File: src/rtl/cxu_l2_req_queue.sv
// rtl/cxu_l2_req_queue.sv - request FIFO and in-flight limiter in front of a CXU-L2 target
module cxu_l2_req_queue #(
    parameter int CXU_N_CXUS    = 2,
    parameter int CXU_N_STATES  = 1,
    parameter int CXU_FUNC_ID_W = 10,
    parameter int CXU_INSN_W    = 0,
    parameter int CXU_DATA_W    = 32,
    parameter int REQ_DEPTH     = 4,
    parameter int MAX_INFLIGHT  = 8,
    localparam int CXU_CXU_ID_W   = (CXU_N_CXUS > 1) ? $clog2(CXU_N_CXUS) : 1,
    localparam int CXU_STATE_ID_W = (CXU_N_STATES > 1) ? $clog2(CXU_N_STATES) : 1,
    localparam int INSN_W         = (CXU_INSN_W > 0) ? CXU_INSN_W : 1,
    localparam int Q_CNT_W        = $clog2(REQ_DEPTH) + 1,
    localparam int INF_W          = $clog2(MAX_INFLIGHT) + 1
) (
    input  logic                      clk,
    input  logic                      rst,
    input  logic                      clk_en,
    input  logic                      req_valid,
    output logic                      req_ready,
    input  logic [CXU_CXU_ID_W-1:0]   req_cxu,
    input  logic [CXU_STATE_ID_W-1:0] req_state,
    input  logic [CXU_FUNC_ID_W-1:0]  req_func,
    input  logic [INSN_W-1:0]         req_insn,
    input  logic [CXU_DATA_W-1:0]     req_data0,
    input  logic [CXU_DATA_W-1:0]     req_data1,
    output logic                      resp_valid,
    input  logic                      resp_ready,
    output logic [2:0]                resp_status,
    output logic [CXU_DATA_W-1:0]     resp_data,
    output logic                      t_req_valid,
    input  logic                      t_req_ready,
    output logic [CXU_CXU_ID_W-1:0]   t_req_cxu,
    output logic [CXU_STATE_ID_W-1:0] t_req_state,
    output logic [CXU_FUNC_ID_W-1:0]  t_req_func,
    output logic [INSN_W-1:0]         t_req_insn,
    output logic [CXU_DATA_W-1:0]     t_req_data0,
    output logic [CXU_DATA_W-1:0]     t_req_data1,
    input  logic                      t_resp_valid,
    output logic                      t_resp_ready,
    input  logic [2:0]                t_resp_status,
    input  logic [CXU_DATA_W-1:0]     t_resp_data,
    output logic [Q_CNT_W-1:0]        q_count,
    output logic [INF_W-1:0]          inflight,
    output logic                      err
);

    localparam int ENT_W = CXU_CXU_ID_W + CXU_STATE_ID_W + CXU_FUNC_ID_W + INSN_W + 2 * CXU_DATA_W;
    localparam int PTR_W = $clog2(REQ_DEPTH);
    localparam logic [Q_CNT_W-1:0] DEPTH_C = Q_CNT_W'(REQ_DEPTH);
    localparam logic [INF_W-1:0]   MAX_C   = INF_W'(MAX_INFLIGHT);

    logic [ENT_W-1:0]   mem_q [REQ_DEPTH];
    logic [PTR_W-1:0]   wr_ptr_q, wr_ptr_d;
    logic [PTR_W-1:0]   rd_ptr_q, rd_ptr_d;
    logic [Q_CNT_W-1:0] count_q, count_d;
    logic [INF_W-1:0]   inflight_q, inflight_d;
    logic               err_q, err_d;
    logic               rdy_en_q, rdy_en_d;
    logic               req_fire, t_req_fire, resp_fire;
    logic [ENT_W-1:0]   req_ent;

    assign req_ent = {req_cxu, req_state, req_func, req_insn, req_data0, req_data1};

    // Ready depends only on flops so upstream never sees a path from t_req_ready.
    assign req_ready   = rdy_en_q && (count_q < DEPTH_C);
    assign t_req_valid = clk_en && (count_q != '0) && (inflight_q < MAX_C);
    assign {t_req_cxu, t_req_state, t_req_func, t_req_insn, t_req_data0, t_req_data1} = mem_q[rd_ptr_q];

    assign resp_valid   = t_resp_valid;
    assign resp_status  = t_resp_status;
    assign resp_data    = t_resp_data;
    assign t_resp_ready = resp_ready;

    assign q_count  = count_q;
    assign inflight = inflight_q;
    assign err      = err_q;

    always_comb begin
        req_fire   = req_valid && req_ready && clk_en;
        t_req_fire = t_req_valid && t_req_ready;
        resp_fire  = t_resp_valid && resp_ready && clk_en;

        wr_ptr_d   = wr_ptr_q + PTR_W'(req_fire);
        rd_ptr_d   = rd_ptr_q + PTR_W'(t_req_fire);
        rdy_en_d   = 1'b1;
        err_d      = err_q;

        count_d = count_q;
        case ({req_fire, t_req_fire})
            2'b10:   count_d = count_q + Q_CNT_W'(1);
            2'b01:   count_d = count_q - Q_CNT_W'(1);
            default: count_d = count_q;
        endcase

        inflight_d = inflight_q;
        if (resp_fire && (inflight_q == '0)) begin
            // Stray response: flag it and never let the counter wrap below zero.
            err_d      = 1'b1;
            inflight_d = t_req_fire ? INF_W'(1) : '0;
        end else begin
            case ({t_req_fire, resp_fire})
                2'b10:   inflight_d = inflight_q + INF_W'(1);
                2'b01:   inflight_d = inflight_q - INF_W'(1);
                default: inflight_d = inflight_q;
            endcase
        end
    end

    always_ff @(posedge clk) begin
        if (rst) begin
            wr_ptr_q   <= '0;
            rd_ptr_q   <= '0;
            count_q    <= '0;
            inflight_q <= '0;
            err_q      <= 1'b0;
            rdy_en_q   <= 1'b0;
        end else begin
            wr_ptr_q   <= wr_ptr_d;
            rd_ptr_q   <= rd_ptr_d;
            count_q    <= count_d;
            inflight_q <= inflight_d;
            err_q      <= err_d;
            rdy_en_q   <= rdy_en_d;
        end
    end

    always_ff @(posedge clk) begin
        if (!rst && req_fire) begin
            mem_q[wr_ptr_q] <= req_ent;
        end
    end

endmodule

File: config.mk
export PLATFORM = sky130hd
export DESIGN_NAME = cxu_l2_req_queue
export DESIGN_NICKNAME = d
export VERILOG_FILES = /design/src/rtl/cxu_l2_req_queue.sv
export SDC_FILE = /design/constraint.sdc
export NUM_CORES = 1
export LEC_CHECK = 0
export BUFFER_PORTS_ARGS = -buffer_cell sky130_fd_sc_hd__buf_4
export CORE_MARGIN = 4
export CORE_UTILIZATION = 59
export DETAILED_ROUTE_END_ITERATION = 10
export PLACE_DENSITY = 0.85
export SLEW_MARGIN = 20
export SYNTH_ARGS = -nofsm -noshare
export SYNTH_HDL_FRONTEND = slang
export SYNTH_SLANG_ARGS = --single-unit
File: constraint.sdc
create_clock -name clk -period 23 [get_ports clk]
set_input_delay 0 -clock clk [delete_from_list [all_inputs] [get_ports clk]]
set_output_delay 0 -clock clk [all_outputs]
set_load 0.005 [all_outputs]
# == Yosys cells after proc, flatten, opt, wreduce, memory -nomap -nowiden ==
# Memory sizes are Yosys's and may differ from the RTL's. A register that Yosys moved wholly into a read port is not among the register bits.
# Cells that the tools add are included.
# totals
regBits,13
latch_bits,0
ramBits,308
rom_bits,0
input_bits,119
output_inout_bits,124
memories,1
# memory_table
memory,words,width,rd,rd_clocked_by_memory_dff,wr,line,source
mem_q,4,77,1,1,1,53,logic [ENT_W-1:0] mem_q [REQ_DEPTH];
# op_classes
add_sub_neg,6
mul,0
n_div,0
order_cmp,2
eq_ne,4
shift,0
n_mux,8
bitwise,0
reduce_logical,15
# op_table
operator,count
$logic_and A1 B1 Y1,10
$pmux W4 S2,1
$pmux W3 S2,1
$reduce_bool A3 Y1,2
$add A2 B1 Y2,2
$add A4 B1 Y4 const B,1
$eq A2 B1 Y1 const B,2
$eq A2 B2 Y1 const B,2
$logic_not A4 Y1,1
$lt A4 B4 Y1 const B,1
$mux W1,4
$mux W4,1
$sub A4 B1 Y4 const B,1
$add A3 B1 Y3 const B,1
$lt A3 B3 Y1 const B,1
$sub A3 B1 Y3 const B,1
$mux W2,1
$reduce_bool A2 Y1,1
$logic_not A1 Y1,1

# == Logic depth before layout (Yosys ltp) ==
# depth
word_depth,7
ltp_mapped,10
depth_no_buf,10

# == Worst setup path after synthesis ==
# Ideal clock, no wire load.
# synth_path
path_type,reg2reg
startpoint,"reg count_q[2], in the netlist q_count[2]"
endpoint,"mem mem_q[1][0] in the netlist's numbering, enable pin"
setup_ns,0.729
t_arrival_ns,8.545
required_time_ns,22.271
slack_ns,13.727
path_stages_with_launch,3
n_path_buf,0
period_less_slack_ns,9.273
path_cell_list,dfxtp_1 > nand4b_1 > nor4b_1
# synth_via
elab_chain_cells,7
# synth_rtl
element,line,source
"start, declared",56,"logic [Q_CNT_W-1:0] count_q, count_d;"
"start signal, assigned",121,count_q <= count_d;
$lt A3 B3 Y1,66,assign req_ready = rdy_en_q && (count_q < DEPTH_C);
$logic_and A1 B1 Y1,66,
$logic_and A1 B1 Y1 (2 in a row),80,req_fire = req_valid && req_ready && clk_en;
$logic_and A1 B1 Y1,129,if (!rst && req_fire) begin
$mux W1,129,
$mux W1 (not written as such),130,mem_q[wr_ptr_q] <= req_ent;
"end, declared",53,
# No other way between the ends.

==> metrics.txt <==
DR vias=5854; Clock Power Share=38.9%; CTS resizes=0; Skew-Pair Late Insertion Delay=0.54 ns; max-slew violations=0; Layout area overhead=25.5%; commonest cells after routing, fill and taps aside=edfxtp_1, buf_4, dlygate4sd3_1; mux share of post-synthesis cell area=14.5%; Placed Instances=912; CP most frequent cell=buf_4; gpl congestion=0.743; Crit path largest cell delay=0.87 ns; first-pass GRT wire length=35100 µm; hold violation count in the final report=0; adder-cell area share of the yosys netlist=0.892%; main combinational cell family by area after synthesis=multiplexers; Post-DP HPWL=13000 µm; Worst setup EP type=primary output; post-synthesis xor/xnor area fraction=0.436%; Mapped Cells=521; Period Utilization, post-route=12.9%; Nets=881; GRT Util Overall=20.5%; syn_area_per_cell=23.1 µm²; combinational power share=5.3%; DIE WIDTH=151 µm; vias in the first global route=6237; fmax=336 MHz; worst-path cell with the longest stage delay=dfxtp_4; min Tclk post-route=2.98 ns; DR pass1 iterations=4; Hold WC Path Type=in2out; Initial DRC Count=378; simple-gate area share of the yosys netlist=1.43%; post-synth top area cell=edfxtp_1; sequential power share=55.8%; Leak=5.12 nW; Max Root-Sink Buffers=3; largest net degree at the start of global routing=79; die height=151 µm; final core area utilization=75.0%; Die Area=0.0228 mm²; CP startpoint kind=flip-flop; antenna violations before repair=0; Synth Register Bits=321; Synth Area in Compound Gates=0.591%; TritonCTS clock tree=done; H-tree depth=1; Pwr per Cell Area=76.9 mW/mm²; VDD IR-drop max=65.9 µV; Core Area=0.0202 mm²; row count=52; skew final=0.0110 ns; Inserted Diodes=0; layout cell share with drive strength beyond 1=38.9%; Clock transition at path regs=0.06 ns; total wire length=23400 µm; slack of the critical path=20.02 ns; measured slew at the worst slew-check pin=1.03 ns; CP required=23.00 ns; RSZ-0062 raised after global routing=no; critical path fanouts, max=40; path type of the worst setup path=reg2out; setup violators final=0; sequential-to-total area share from yosys stat=78.9%; Pint=0.941 mW; Initial Util=59.8%; Power Total=1.16 mW; Cell Area, Synth=0.0121 mm²; final non-filler cell total=1047; wire per inst=22.3 µm; Rel. slew slack=31.2%; # DRC=0; Distinct cells, synth=31; most common cell after layout, fill and taps aside=edfxtp_1; CTS root buf=clkbuf_16; I/O Pins=243; CTS sink count=321; Psw=0.222 mW; pre-CTS WS=20.08 ns; top cells by area, synth=edfxtp_1, mux4_2, buf_4; critical path, cell by cell=buf_4, mux4_2, buf_4; Max Cap Violations=0; switching share of total power=19.1%; vias per cell=5.59; Ys Warns=0; CTS buffer count=30; Syn Nets=648; Yosys top cell area share=76.7%; DRT antenna net count=0; GRT overflow=0; status=completed; Port Buffers=172; post-route setup TNS=0 ns; WP data arrival=2.98 ns
-- metrics by stage --
| stage | hold WS (ns) | instance area (µm²) |
|---|---|---|
| detailed placement | 0.0000381 | 13400 |
| finish | 0.00000226 | 15100 |
| CTS | 0.0000381 | 15100 |
| global route | 0.0000164 | 15100 |
| global placement | 0.0000381 | 13400 |
| floorplan | 0.0716 | 12100 |
-- final timing paths --
path	startpoint	cells after the start	slack, ns	endpoint
worst min register to register	err	2	0.49	err
worst max register to register	q_count[2]	5	20.11	mem_q[2][49]
worst min-delay path	t_resp_status[2]	0	0.000002	resp_status[2]
worst max-delay path	rd_ptr_q[0]	3	20.02	t_req_data1[30]
-- layout make-up --
cell class | instances | area, µm²
Sequential cell | 321 | 9520
Multi-Input combinational cell | 137 | 2170
Inverter | 7 | 26.3
Tap cell | 270 | 338
Timing Repair Buffer | 257 | 2160
Fill cell | 1105 | 5040
Clock buffer | 44 | 865
Clock inverter | 11 | 50.0
-- repair_timing --
action / CTS / global route
setup endpoints to repair: 0 / 0
setup buffers: 0 / 0
hold endpoints to repair: 321 / 0
hold buffers: 79 / 0
-- power groups by stage --
stage          combinational, mW  clock, mW  sequential (mW)
6_report                  0.0620      0.452            0.649
5_1_grt                   0.0669      0.486            0.649
4_1_cts                   0.0620      0.463            0.649
3_5_place_dp              0.0505          0            0.661
2_1_floorplan             0.0267          0            0.660
3_3_place_gp              0.0479          0            0.661
-- critical path, delay by kind of cell, from the launching register on --
family	cells	cell delay, ns
buffers and inverters	2	0.92
flip-flops	1	0.87
multiplexers	1	0.64
-- synthesized netlist by cell type --
cell type,count
a211oi_1,1
a21oi_1,7
a221oi_1,1
and2_4,1
and3_1,2
buf_2,8
buf_4,41
clkbuf_1,7
dfxtp_1,13
edfxtp_1,308
fa_1,1
ha_1,7
inv_1,7
mux2i_1,1
mux4_2,77
nand2_1,7
nand3_1,1
nand4_1,1
nand4b_1,1
nor2_1,9
nor2b_1,3
nor3_1,2
nor3b_1,1
nor4_1,2
nor4b_1,1
o211a_1,1
o21ai_0,2
or3_1,1
or4_1,1
xnor2_1,3
xor2_1,3
-- per-layer routing --
metal | GRT usage, % | vias up | wire (µm)
met5 | 0 | - | 0
met4 | 5.39 | 0 | 489
met3 | 4.04 | 45 | 1500
met2 | 35.6 | 227 | 12500
met1 | 26.8 | 3003 | 8880
li1 | - | 2579 | -
-- logic make-up after synthesis --
kind of cell               after synthesis
AOI/OAI and AO/OA                       12
xor gates and xnor gates                 6
adders and majority gates                8
buffers and inverters                   63
DFF                                    321
muxes                                   78
and+or+nand+nor                         33
-- sequential cells by signal (all words and copies together), names as in the netlist --
| signal | cells |
|---|---|
| inflight | 4 |
| mem_q | 308 |
| rd_ptr_q | 2 |
| wr_ptr_q | 2 |
| q_count | 3 |
| err | 1 |
| rdy_en_q | 1 |
No activity file was read; power rests on OpenSTA's default activity.
